[src/rtl/pc_pkg.sv]
// rtl/pc_pkg.sv - shared types and encodings for the program-counter sequencer
package pc_pkg;

  typedef enum logic {
    PC_RUN     = 1'b0,
    PC_HANDLER = 1'b1
  } pc_state_e;

  localparam logic [3:0] CAUSE_MISALIGN = 4'd0;
  localparam logic [3:0] CAUSE_ILLEGAL  = 4'd2;

  localparam logic [2:0] F3_BEQ  = 3'b000;
  localparam logic [2:0] F3_BNE  = 3'b001;
  localparam logic [2:0] F3_BLT  = 3'b100;
  localparam logic [2:0] F3_BGE  = 3'b101;
  localparam logic [2:0] F3_BLTU = 3'b110;
  localparam logic [2:0] F3_BGEU = 3'b111;

endpackage

[src/rtl/pc_sequencer_if.sv]
// rtl/pc_sequencer_if.sv - execute-stage to PC-sequencer signal bundle
interface pc_sequencer_if #(
  parameter int ADDR_WIDTH = 32
);

  logic                  stall;
  logic                  branch_stmt;
  logic [2:0]            funct3;
  logic                  zero;
  logic                  Less_than;
  logic                  Less_than_unsigned;
  logic                  jump;
  logic [31:0]           immediate;
  logic [31:0]           ALU_result;
  logic                  trap_req;
  logic [3:0]            trap_cause;
  logic                  mret;
  logic [ADDR_WIDTH-1:0] PC;
  logic [ADDR_WIDTH-1:0] pc_plus_four;
  logic [ADDR_WIDTH-1:0] mepc;
  logic [3:0]            mcause;
  logic                  in_handler;
  logic                  flush;

  modport master (
    output stall, branch_stmt, funct3, zero, Less_than, Less_than_unsigned,
           jump, immediate, ALU_result, trap_req, trap_cause, mret,
    input  PC, pc_plus_four, mepc, mcause, in_handler, flush
  );

  modport slave (
    input  stall, branch_stmt, funct3, zero, Less_than, Less_than_unsigned,
           jump, immediate, ALU_result, trap_req, trap_cause, mret,
    output PC, pc_plus_four, mepc, mcause, in_handler, flush
  );

endinterface

[src/rtl/branch_cond.sv]
// rtl/branch_cond.sv - funct3 + comparator flags to branch-taken decision
module branch_cond
  import pc_pkg::*;
(
  input  logic [2:0] funct3,
  input  logic       zero,
  input  logic       Less_than,
  input  logic       Less_than_unsigned,
  output logic       branch_success
);

  always_comb begin
    branch_success = 1'b0;
    case (funct3)
      F3_BEQ:  branch_success = zero;
      F3_BNE:  branch_success = ~zero;
      F3_BLT:  branch_success = Less_than;
      F3_BGE:  branch_success = ~Less_than;
      F3_BLTU: branch_success = Less_than_unsigned;
      F3_BGEU: branch_success = ~Less_than_unsigned;
      default: branch_success = 1'b0;
    endcase
  end

endmodule

[src/rtl/pc_sequencer.sv]
// rtl/pc_sequencer.sv - fetch PC, branch/jump redirect, machine-mode trap and mret
module pc_sequencer
  import pc_pkg::*;
#(
  parameter int                    ADDR_WIDTH = 32,
  parameter logic [ADDR_WIDTH-1:0] RESET_ADDR = ADDR_WIDTH'(32'h0000_0000),
  parameter logic [ADDR_WIDTH-1:0] TRAP_VEC   = ADDR_WIDTH'(32'h0000_0100),
  parameter bit                    C_EXT      = 1'b0
) (
  input  logic           clk,
  input  logic           reset,
  pc_sequencer_if.slave  bus
);

  logic [ADDR_WIDTH-1:0] pc_q, pc_d;
  logic [ADDR_WIDTH-1:0] mepc_q, mepc_d;
  logic [3:0]            mcause_q, mcause_d;
  pc_state_e             state_q, state_d;
  logic                  flush_q, flush_d;

  logic                  branch_success;
  logic                  branch_taken;
  logic                  redirect;
  logic [ADDR_WIDTH-1:0] branch_tgt;
  logic [ADDR_WIDTH-1:0] jump_tgt;
  logic [ADDR_WIDTH-1:0] redirect_tgt;
  logic                  misaligned;

  branch_cond u_branch_cond (
    .funct3             (bus.funct3),
    .zero               (bus.zero),
    .Less_than          (bus.Less_than),
    .Less_than_unsigned (bus.Less_than_unsigned),
    .branch_success     (branch_success)
  );

  always_comb begin
    branch_taken = bus.branch_stmt & branch_success;
    branch_tgt   = pc_q + bus.immediate[ADDR_WIDTH-1:0];
    jump_tgt     = bus.ALU_result[ADDR_WIDTH-1:0] & ~ADDR_WIDTH'(1);
    redirect     = bus.jump | branch_taken;
    redirect_tgt = bus.jump ? jump_tgt : branch_tgt;
    // With compressed instructions any even target is legal.
    misaligned   = redirect & ~C_EXT & redirect_tgt[1];
  end

  always_comb begin
    pc_d     = pc_q;
    mepc_d   = mepc_q;
    mcause_d = mcause_q;
    state_d  = state_q;
    flush_d  = flush_q;
    if (!bus.stall) begin
      flush_d = 1'b1;
      if (bus.trap_req || misaligned || (bus.mret && state_q == PC_RUN)) begin
        pc_d    = TRAP_VEC;
        mepc_d  = pc_q;
        state_d = PC_HANDLER;
        if (bus.trap_req) begin
          mcause_d = bus.trap_cause;
        end else if (misaligned) begin
          mcause_d = CAUSE_MISALIGN;
        end else begin
          mcause_d = CAUSE_ILLEGAL;
        end
      end else if (bus.mret) begin
        pc_d    = mepc_q;
        state_d = PC_RUN;
      end else if (redirect) begin
        pc_d = redirect_tgt;
      end else begin
        pc_d    = pc_q + ADDR_WIDTH'(4);
        flush_d = 1'b0;
      end
    end
  end

  always_ff @(posedge clk) begin
    if (reset) begin
      pc_q     <= RESET_ADDR;
      mepc_q   <= '0;
      mcause_q <= '0;
      state_q  <= PC_RUN;
      flush_q  <= 1'b0;
    end else begin
      pc_q     <= pc_d;
      mepc_q   <= mepc_d;
      mcause_q <= mcause_d;
      state_q  <= state_d;
      flush_q  <= flush_d;
    end
  end

  assign bus.PC           = pc_q;
  assign bus.pc_plus_four = pc_q + ADDR_WIDTH'(4);
  assign bus.mepc         = mepc_q;
  assign bus.mcause       = mcause_q;
  assign bus.in_handler   = (state_q == PC_HANDLER);
  assign bus.flush        = flush_q;

endmodule

[src/flat_wrapper.sv]
// flat-port wrapper written by rule: the top's interface ports become plain ports
module pc_sequencer_flat import pc_pkg::*;
#(
  parameter int                    ADDR_WIDTH = 32,
  parameter logic [ADDR_WIDTH-1:0] RESET_ADDR = ADDR_WIDTH'(32'h0000_0000),
  parameter logic [ADDR_WIDTH-1:0] TRAP_VEC   = ADDR_WIDTH'(32'h0000_0100),
  parameter bit                    C_EXT      = 1'b0
)
  (clk, reset, bus_stall, bus_branch_stmt, bus_funct3, bus_zero, bus_Less_than, bus_Less_than_unsigned, bus_jump, bus_immediate, bus_ALU_result, bus_trap_req, bus_trap_cause, bus_mret, bus_PC, bus_pc_plus_four, bus_mepc, bus_mcause, bus_in_handler, bus_flush);
  pc_sequencer_if #(.ADDR_WIDTH(ADDR_WIDTH)) bus_i ();
  input  logic clk;
  input  logic reset;
  input wire logic [$bits(bus_i.stall)-1:0] bus_stall;
  input wire logic [$bits(bus_i.branch_stmt)-1:0] bus_branch_stmt;
  input wire logic [$bits(bus_i.funct3)-1:0] bus_funct3;
  input wire logic [$bits(bus_i.zero)-1:0] bus_zero;
  input wire logic [$bits(bus_i.Less_than)-1:0] bus_Less_than;
  input wire logic [$bits(bus_i.Less_than_unsigned)-1:0] bus_Less_than_unsigned;
  input wire logic [$bits(bus_i.jump)-1:0] bus_jump;
  input wire logic [$bits(bus_i.immediate)-1:0] bus_immediate;
  input wire logic [$bits(bus_i.ALU_result)-1:0] bus_ALU_result;
  input wire logic [$bits(bus_i.trap_req)-1:0] bus_trap_req;
  input wire logic [$bits(bus_i.trap_cause)-1:0] bus_trap_cause;
  input wire logic [$bits(bus_i.mret)-1:0] bus_mret;
  output wire logic [$bits(bus_i.PC)-1:0] bus_PC;
  output wire logic [$bits(bus_i.pc_plus_four)-1:0] bus_pc_plus_four;
  output wire logic [$bits(bus_i.mepc)-1:0] bus_mepc;
  output wire logic [$bits(bus_i.mcause)-1:0] bus_mcause;
  output wire logic [$bits(bus_i.in_handler)-1:0] bus_in_handler;
  output wire logic [$bits(bus_i.flush)-1:0] bus_flush;
  assign bus_i.stall = bus_stall;
  assign bus_i.branch_stmt = bus_branch_stmt;
  assign bus_i.funct3 = bus_funct3;
  assign bus_i.zero = bus_zero;
  assign bus_i.Less_than = bus_Less_than;
  assign bus_i.Less_than_unsigned = bus_Less_than_unsigned;
  assign bus_i.jump = bus_jump;
  assign bus_i.immediate = bus_immediate;
  assign bus_i.ALU_result = bus_ALU_result;
  assign bus_i.trap_req = bus_trap_req;
  assign bus_i.trap_cause = bus_trap_cause;
  assign bus_i.mret = bus_mret;
  assign bus_PC = bus_i.PC;
  assign bus_pc_plus_four = bus_i.pc_plus_four;
  assign bus_mepc = bus_i.mepc;
  assign bus_mcause = bus_i.mcause;
  assign bus_in_handler = bus_i.in_handler;
  assign bus_flush = bus_i.flush;
  pc_sequencer #(.ADDR_WIDTH(ADDR_WIDTH), .RESET_ADDR(RESET_ADDR), .TRAP_VEC(TRAP_VEC), .C_EXT(C_EXT)) u_core (.clk(clk), .reset(reset), .bus(bus_i));
endmodule
[config.mk]
export PLATFORM = sky130hd
export DESIGN_NAME = pc_sequencer_flat
export DESIGN_NICKNAME = d
export VERILOG_FILES = /design/src/rtl/pc_pkg.sv /design/src/rtl/pc_sequencer_if.sv /design/src/rtl/branch_cond.sv /design/src/rtl/pc_sequencer.sv /design/src/flat_wrapper.sv
export SDC_FILE = /design/constraint.sdc
export NUM_CORES = 1
export LEC_CHECK = 0
export BUFFER_PORTS_ARGS = -buffer_cell sky130_fd_sc_hd__buf_2
export CAP_MARGIN = 20
export CELL_PAD_IN_SITES_DETAIL_PLACEMENT = 0
export CELL_PAD_IN_SITES_GLOBAL_PLACEMENT = 1
export CORE_MARGIN = 2
export CORE_UTILIZATION = 36
export CTS_CLUSTER_DIAMETER = 50
export DETAILED_ROUTE_END_ITERATION = 10
export HOLD_SLACK_MARGIN = 0.05
export PLACE_DENSITY = 0.81
export SLEW_MARGIN = 20
export SYNTH_ARGS = -nofsm -noshare
export SYNTH_HDL_FRONTEND = slang
export SYNTH_SLANG_ARGS = --single-unit
[constraint.sdc]
create_clock -name clk -period 3 [get_ports clk]
set_clock_uncertainty 0.05 [all_clocks]
set_input_delay 0.3 -clock clk [delete_from_list [all_inputs] [get_ports clk]]
set_output_delay 0.3 -clock clk [all_outputs]
set_load 0.05 [all_outputs]
After elaboration in Yosys (flattened, before gate mapping)
Index checks and enable logic that the tools add are counted.
- reductions and logical operators: 7
- $add $sub $neg: 2
- eq/ne operators: 5
- multiplexer cells: 12
- bitwise logic cells: 8
- operator list (operator ; number):
    32-bit two-way mux ; 4
    32-bit by 3-bit adder with 32-bit output (second input constant) ; 1
    32-bit adder ; 1
    3-bit equality test (second input constant) ; 4
    1-bit one-hot mux with 6 select lines ; 1
    1-bit two-way mux ; 5
    1-bit NOT ; 5
    4-bit two-way mux ; 1
    2-bit AND reduction ; 2
    3-bit by 1-bit equality test with 1-bit output (second input constant) ; 1
    3-bit logical NOT ; 1
    1-bit AND ; 2
    1-bit logical OR ; 2
    2-bit two-way mux ; 1
    2-bit nonzero test ; 1
    1-bit logical AND ; 1
    1-bit OR ; 1
- output and inout bits: 102
- register bits: 70

Logic depth before layout (Yosys ltp)
- word-level depth: 9
- mapped depth: 11
- depth with buffers taken out: 11

Modules after synthesis
A second synthesis with hierarchy kept.
- cell total of the unflattened synthesis: 751
- area total of the unflattened synthesis: 5520.3 um^2
- by module, submodules not included (module ; cells each ; seq. area each (um^2) ; times used ; area an instance (um^2)):
    pc_sequencer ; 746 ; 1401.3 ; 1 ; 5480.3
    branch_cond ; 5 ; 0.0 ; 1 ; 40.0

Least setup slack after synthesis
No wires, ideal clock.
- path type: register to register
- start: register u_core.pc_q[4], in the netlist u_core.bus.PC[4]
- end: register u_core.pc_q[17], in the netlist u_core.bus.PC[17]
- path slack: -0.388 ns
- arrival: 3.268 ns
- stages on the path, launching flop included: 9
- clock period less this slack: 3.388 ns
- path buffers: 1
- library setup time: 0.070 ns
- required time: 2.880 ns
- cells stage by stage: dfxtp_1 > clkbuf_2 > nand3_1 > nor4_1 > nand4_1 > xnor2_1 > nor2_1 > a2111o_1 > a21oi_1
- elaborated cells on any way between the ends: 6
- classes of those cells: 2 x add/sub; 4 x mux
- RTL lines (element ; RTL line ; RTL):
    start, declared ; pc_sequencer.sv:15 ; logic [ADDR_WIDTH-1:0] pc_q, pc_d;
    start signal, assigned ; pc_sequencer.sv:86 ; pc_q <= pc_d;
    32-bit by 3-bit adder with 32-bit output ; -- ;
    net bus_pc_plus_four[17] ; flat_wrapper.sv:26 ; output wire logic [$bits(bus_i.pc_plus_four)-1:0] bus_pc_plus_four;
    32-bit two-way mux ; pc_sequencer.sv:69 ; end else if (redirect) begin
    32-bit two-way mux ; pc_sequencer.sv:66 ; end else if (bus.mret) begin
    32-bit two-way mux ; pc_sequencer.sv:55 ; if (bus.trap_req || misaligned || (bus.mret && state_q == PC_RUN)) begin
The timed path passes the listed nets, and every way through them passes these cells.
A chain may end at the register's enable or synchronous reset.

Final worst setup path
- start: register u_core.pc_q[16], in the netlist u_core.bus.PC[16]
- end: register u_core.pc_q[27], in the netlist u_core.bus.PC[27]
- cells in the longest elaborated chain, start to end: 5
- elaborated cells on any way between the ends: 6
- classes of those cells: 2 x add/sub; 4 x mux
- RTL lines (element ; RTL line ; RTL):
    32-bit adder ; pc_sequencer.sv:39 ; branch_tgt = pc_q + bus.immediate[ADDR_WIDTH-1:0];
    32-bit two-way mux ; pc_sequencer.sv:42 ; redirect_tgt = bus.jump ? jump_tgt : branch_tgt;
    32-bit two-way mux * ; pc_sequencer.sv:69 ;
    32-bit two-way mux * ; pc_sequencer.sv:66 ;
    32-bit two-way mux * ; pc_sequencer.sv:55 ;
Mark *: on every way between the ends. The rest lies on a longest branch, timed or not.

==> results.sh <==
export IMPL_grtUsageTotal=0.260
export IMPL_tns_ns=0
export IMPL_r2r_end="u_core.bus.PC[27]"
export IMPL_whs_ns=0.141
export IMPL_netlist_area_leader_share=0.256
export IMPL_min_period_over_period=0.981
export IMPL_die_area_um2=16200
export IMPL_fin_area_um2=7340
export IMPL_cp_startpoint="u_core.bus.PC[16]"
export IMPL_area_growth_pct=34.0
export IMPL_power_density_nw_per_um2=363
export IMPL_cp_max_fo=3
export IMPL_fp_dieH_um=127
export IMPL_syn_area_um2=5480
export IMPL_yosys_area_top_type="dfxtp_1"
export IMPL_critPathCapture="u_core.bus.PC[27]"
export IMPL_setup_viol=0
export IMPL_finalWirelength_um=21500
export IMPL_die_w_um=127
export IMPL_first_global_vias=5862
export IMPL_syn_avg_cell_area_um2=7.44
export IMPL_finalNetCount=1053
export IMPL_synthArstFlopShare=0
export IMPL_clock_root_buffer="clkbuf_16"
export IMPL_clkTransAtPathRegs_ns=0.06
export IMPL_cp_start_kind="flip-flop"
export IMPL_max_stage_delay_ns=0.37
export IMPL_path_depth=10
export IMPL_portBuffers=181
export IMPL_crit_required_ns=3.20
export IMPL_hpwl_um=16000
export IMPL_ys_seq_area_frac=0.256
export IMPL_start_util=0.365
export IMPL_postCtsHoldBufs=0
export IMPL_fp_row_count=45
export IMPL_clock_sinks=70
export IMPL_crit_slowest_cell="or3_1"
export IMPL_crit_buf_inv=0
export IMPL_r2r_slack_ns=0.06
export IMPL_period_minus_slack_ns=2.94
export IMPL_reg2reg_depth=10
export IMPL_cts_buffers=9
export IMPL_fmax_ghz=0.340
export IMPL_synth_edf_count=0
export IMPL_r2r_start="u_core.bus.PC[16]"
export IMPL_via_per_inst=5.64
export IMPL_vias=6380
export IMPL_path_class="reg -> reg"
export IMPL_grt_max_degree=34
export IMPL_crit_family="compound AO/OA/AOI/OAI gates"
export IMPL_yosysWarningCount=0
export IMPL_yosys_top_cells_area="dfxtp_1 (26%), nand2_1 (9.0%), a21oi_1 (7.7%), ha_1 (7.3%), xnor2_1 (5.1%)"
export IMPL_cp_arrival_ns=3.14
export IMPL_hold_viol=0
export IMPL_drtPass1Iterations=5
export IMPL_status="complete, no violations"
export IMPL_cp_end_kind="flip-flop"
export IMPL_slew_headroom=0.481
export IMPL_synthCells=737
export IMPL_worstHoldPathType="in -> reg"
export IMPL_diodes=0
export IMPL_peakVddDrop_mv=0.295
export IMPL_num_io_pins=183
export IMPL_path_cells="ha_1, a21o_1, a21o_1, or3_1, a31o_1, o41ai_2, nand2_1, xor2_1, nor3_1, o41ai_2"
export IMPL_drv_cap=0
export IMPL_gp_congestion=0.936
export IMPL_clk_latency_ns=0.35
export IMPL_grt_overflow=0
export IMPL_synth_flop_cell="dfxtp_1"
export IMPL_htree_num_levels=3
export IMPL_n_fill_cell=1576
export IMPL_syn_nets=851
export IMPL_drv_slew=0
export IMPL_leakage_nw=3.41
export IMPL_cts_max_path_buffers=2
export IMPL_grt_pass1_wl_um=32500
export IMPL_drc=0
export IMPL_drtAntennaViolNets=0
export IMPL_drt_iter0_drc=479
export IMPL_dpl_cell_area_um2=6950
export IMPL_fin_util=0.488
export IMPL_yosys_register_bits=70
export IMPL_tightest_slew_ns=0.779
export IMPL_wl_per_cell_um=19.0
export IMPL_cts_tree="yes"
export IMPL_synth_distinct_cells=66
export IMPL_drive_above_1_share=0.321
export IMPL_antenna_found_initial=0
export IMPL_core_um2=15000
-- cells by family (layout without fill, tap and decap cells) --
group | after synthesis | in the layout | share of synthesized area
multiplexers | 5 | 5 | 0.00913
AO/OA/AOI/OAI | 254 | 254 | 0.309
adder cells (fa/ha/maj) | 33 | 33 | 0.0767
buffers and inverters | 57 | 264 | 0.0427
AND/OR/NAND/NOR | 262 | 262 | 0.218
flip-flops | 70 | 70 | 0.256
XOR/XNOR | 56 | 56 | 0.0895
-- per-layer routing --
layer,wire length (µm),track usage,part of all wire
met2,9780,0.417,0.45
met4,445,0.0776,0.021
met5,0,0,0
met3,1640,0.0444,0.076
met1,9660,0.359,0.45
-- metrics by stage --
stage	power, mW	setup WS (ns)	cells
final	2.67	0.0561	1132
after global routing	2.76	-0.0867	1132
after CTS	2.67	0.0193	1131
after detailed placement	1.58	-0.0446	1115
after global placement	1.58	-0.0229	1115
after floorplan	1.37	-0.0180	737
-- sequential cells by signal (all words and copies together), names as in the netlist --
register	cells
u_core.bus.mcause	4
u_core.bus.PC	32
u_core.bus.in_handler	1
u_core.bus.flush	1
u_core.bus.mepc	32
-- synth_stat cells (5+ instances only) --
master,n
a211oi_1,8
a21o_1,16
a21oi_1,84
a22o_1,7
a22oi_1,11
a31oi_1,8
and3_1,7
and4_1,5
clkbuf_1,31
dfxtp_1,70
ha_1,32
inv_1,16
mux2i_1,5
nand2_1,132
nand3_1,18
nand4_1,7
nor2_1,48
nor2b_1,5
nor3_1,18
o211ai_1,9
o21a_1,8
o21ai_0,48
o21ai_1,7
o221ai_1,5
o22ai_1,7
xnor2_1,32
xor2_1,24
-- worst register-to-register path: stages, from the launching register on --
cell and delay [ns]:
dfxtp_2 0.33, ha_1 0.31, a21o_1 0.18, a21o_1 0.20
or3_1 0.37, a31o_1 0.28, o41ai_2 0.36, nand2_1 0.12
xor2_1 0.23, nor3_1 0.09, o41ai_2 0.32
-- power breakdown --
| part | internal (mW) | switching [mW] |
|---|---|---|
| Sequential | 0.945 | 0.0172 |
| Combinational | 0.205 | 0.411 |
| Clock | 0.638 | 0.451 |
-- cell type report --
| cell class | instances | area (µm²) | area share |
|---|---|---|---|
| multi-input combinational | 610 | 4040 | 0.551 |
| tap | 188 | 235 | 0.0320 |
| sequential | 70 | 1420 | 0.193 |
| timing repair buffer | 232 | 1300 | 0.177 |
| clock inverter | 7 | 65.1 | 0.00886 |
| inverter | 16 | 60.1 | 0.00818 |
| clock buffer | 9 | 225 | 0.0307 |
-- placed cells by master, fill, tap and decap left out, drive strengths merged, types with 5 or more instances in the layout --
cell	Yosys	routed
ha	32	32
nand3	19	19
nor2b	5	5
a211oi	9	9
xor2	24	24
mux2i	5	5
a22oi	12	12
inv	16	16
o21a	8	8
a21o	16	16
a22o	7	7
o211ai	9	9
o22ai	7	7
o221ai	5	5
dfxtp	70	70
nor3	18	18
xnor2	32	32
o41ai	5	5
buf	9	232
and3	7	7
a31oi	9	9
and4	5	5
o21ai	55	55
a21oi	84	84
nand4	7	7
nor2	50	50
nand2	133	133
clkbuf	32	9
-- how the worst min path moves through the flow --
stage / startpoint / endpoint / cells after the start
6_report: bus_trap_cause[2] / u_core.bus.mcause[2] / 3
5_1_grt: bus_trap_cause[3] / u_core.bus.mcause[3] / 3
3_5_place_dp: u_core.bus.flush / u_core.bus.flush / 2
4_1_cts: bus_trap_cause[0] / u_core.bus.mcause[0] / 3
2_1_floorplan: bus_trap_cause[0] / u_core.bus.mcause[0] / 2
3_3_place_gp: u_core.bus.flush / u_core.bus.flush / 2
-- timing repair --
item / in CTS / in global routing
setup endpoints to repair: 4 / 20
pin swaps: 0 / 4
endpoints found under the hold margin: 0 / 0
gates resized for setup: 4 / 24
setup buffers: 0 / 1
No activity file was read; power rests on OpenSTA's default activity.
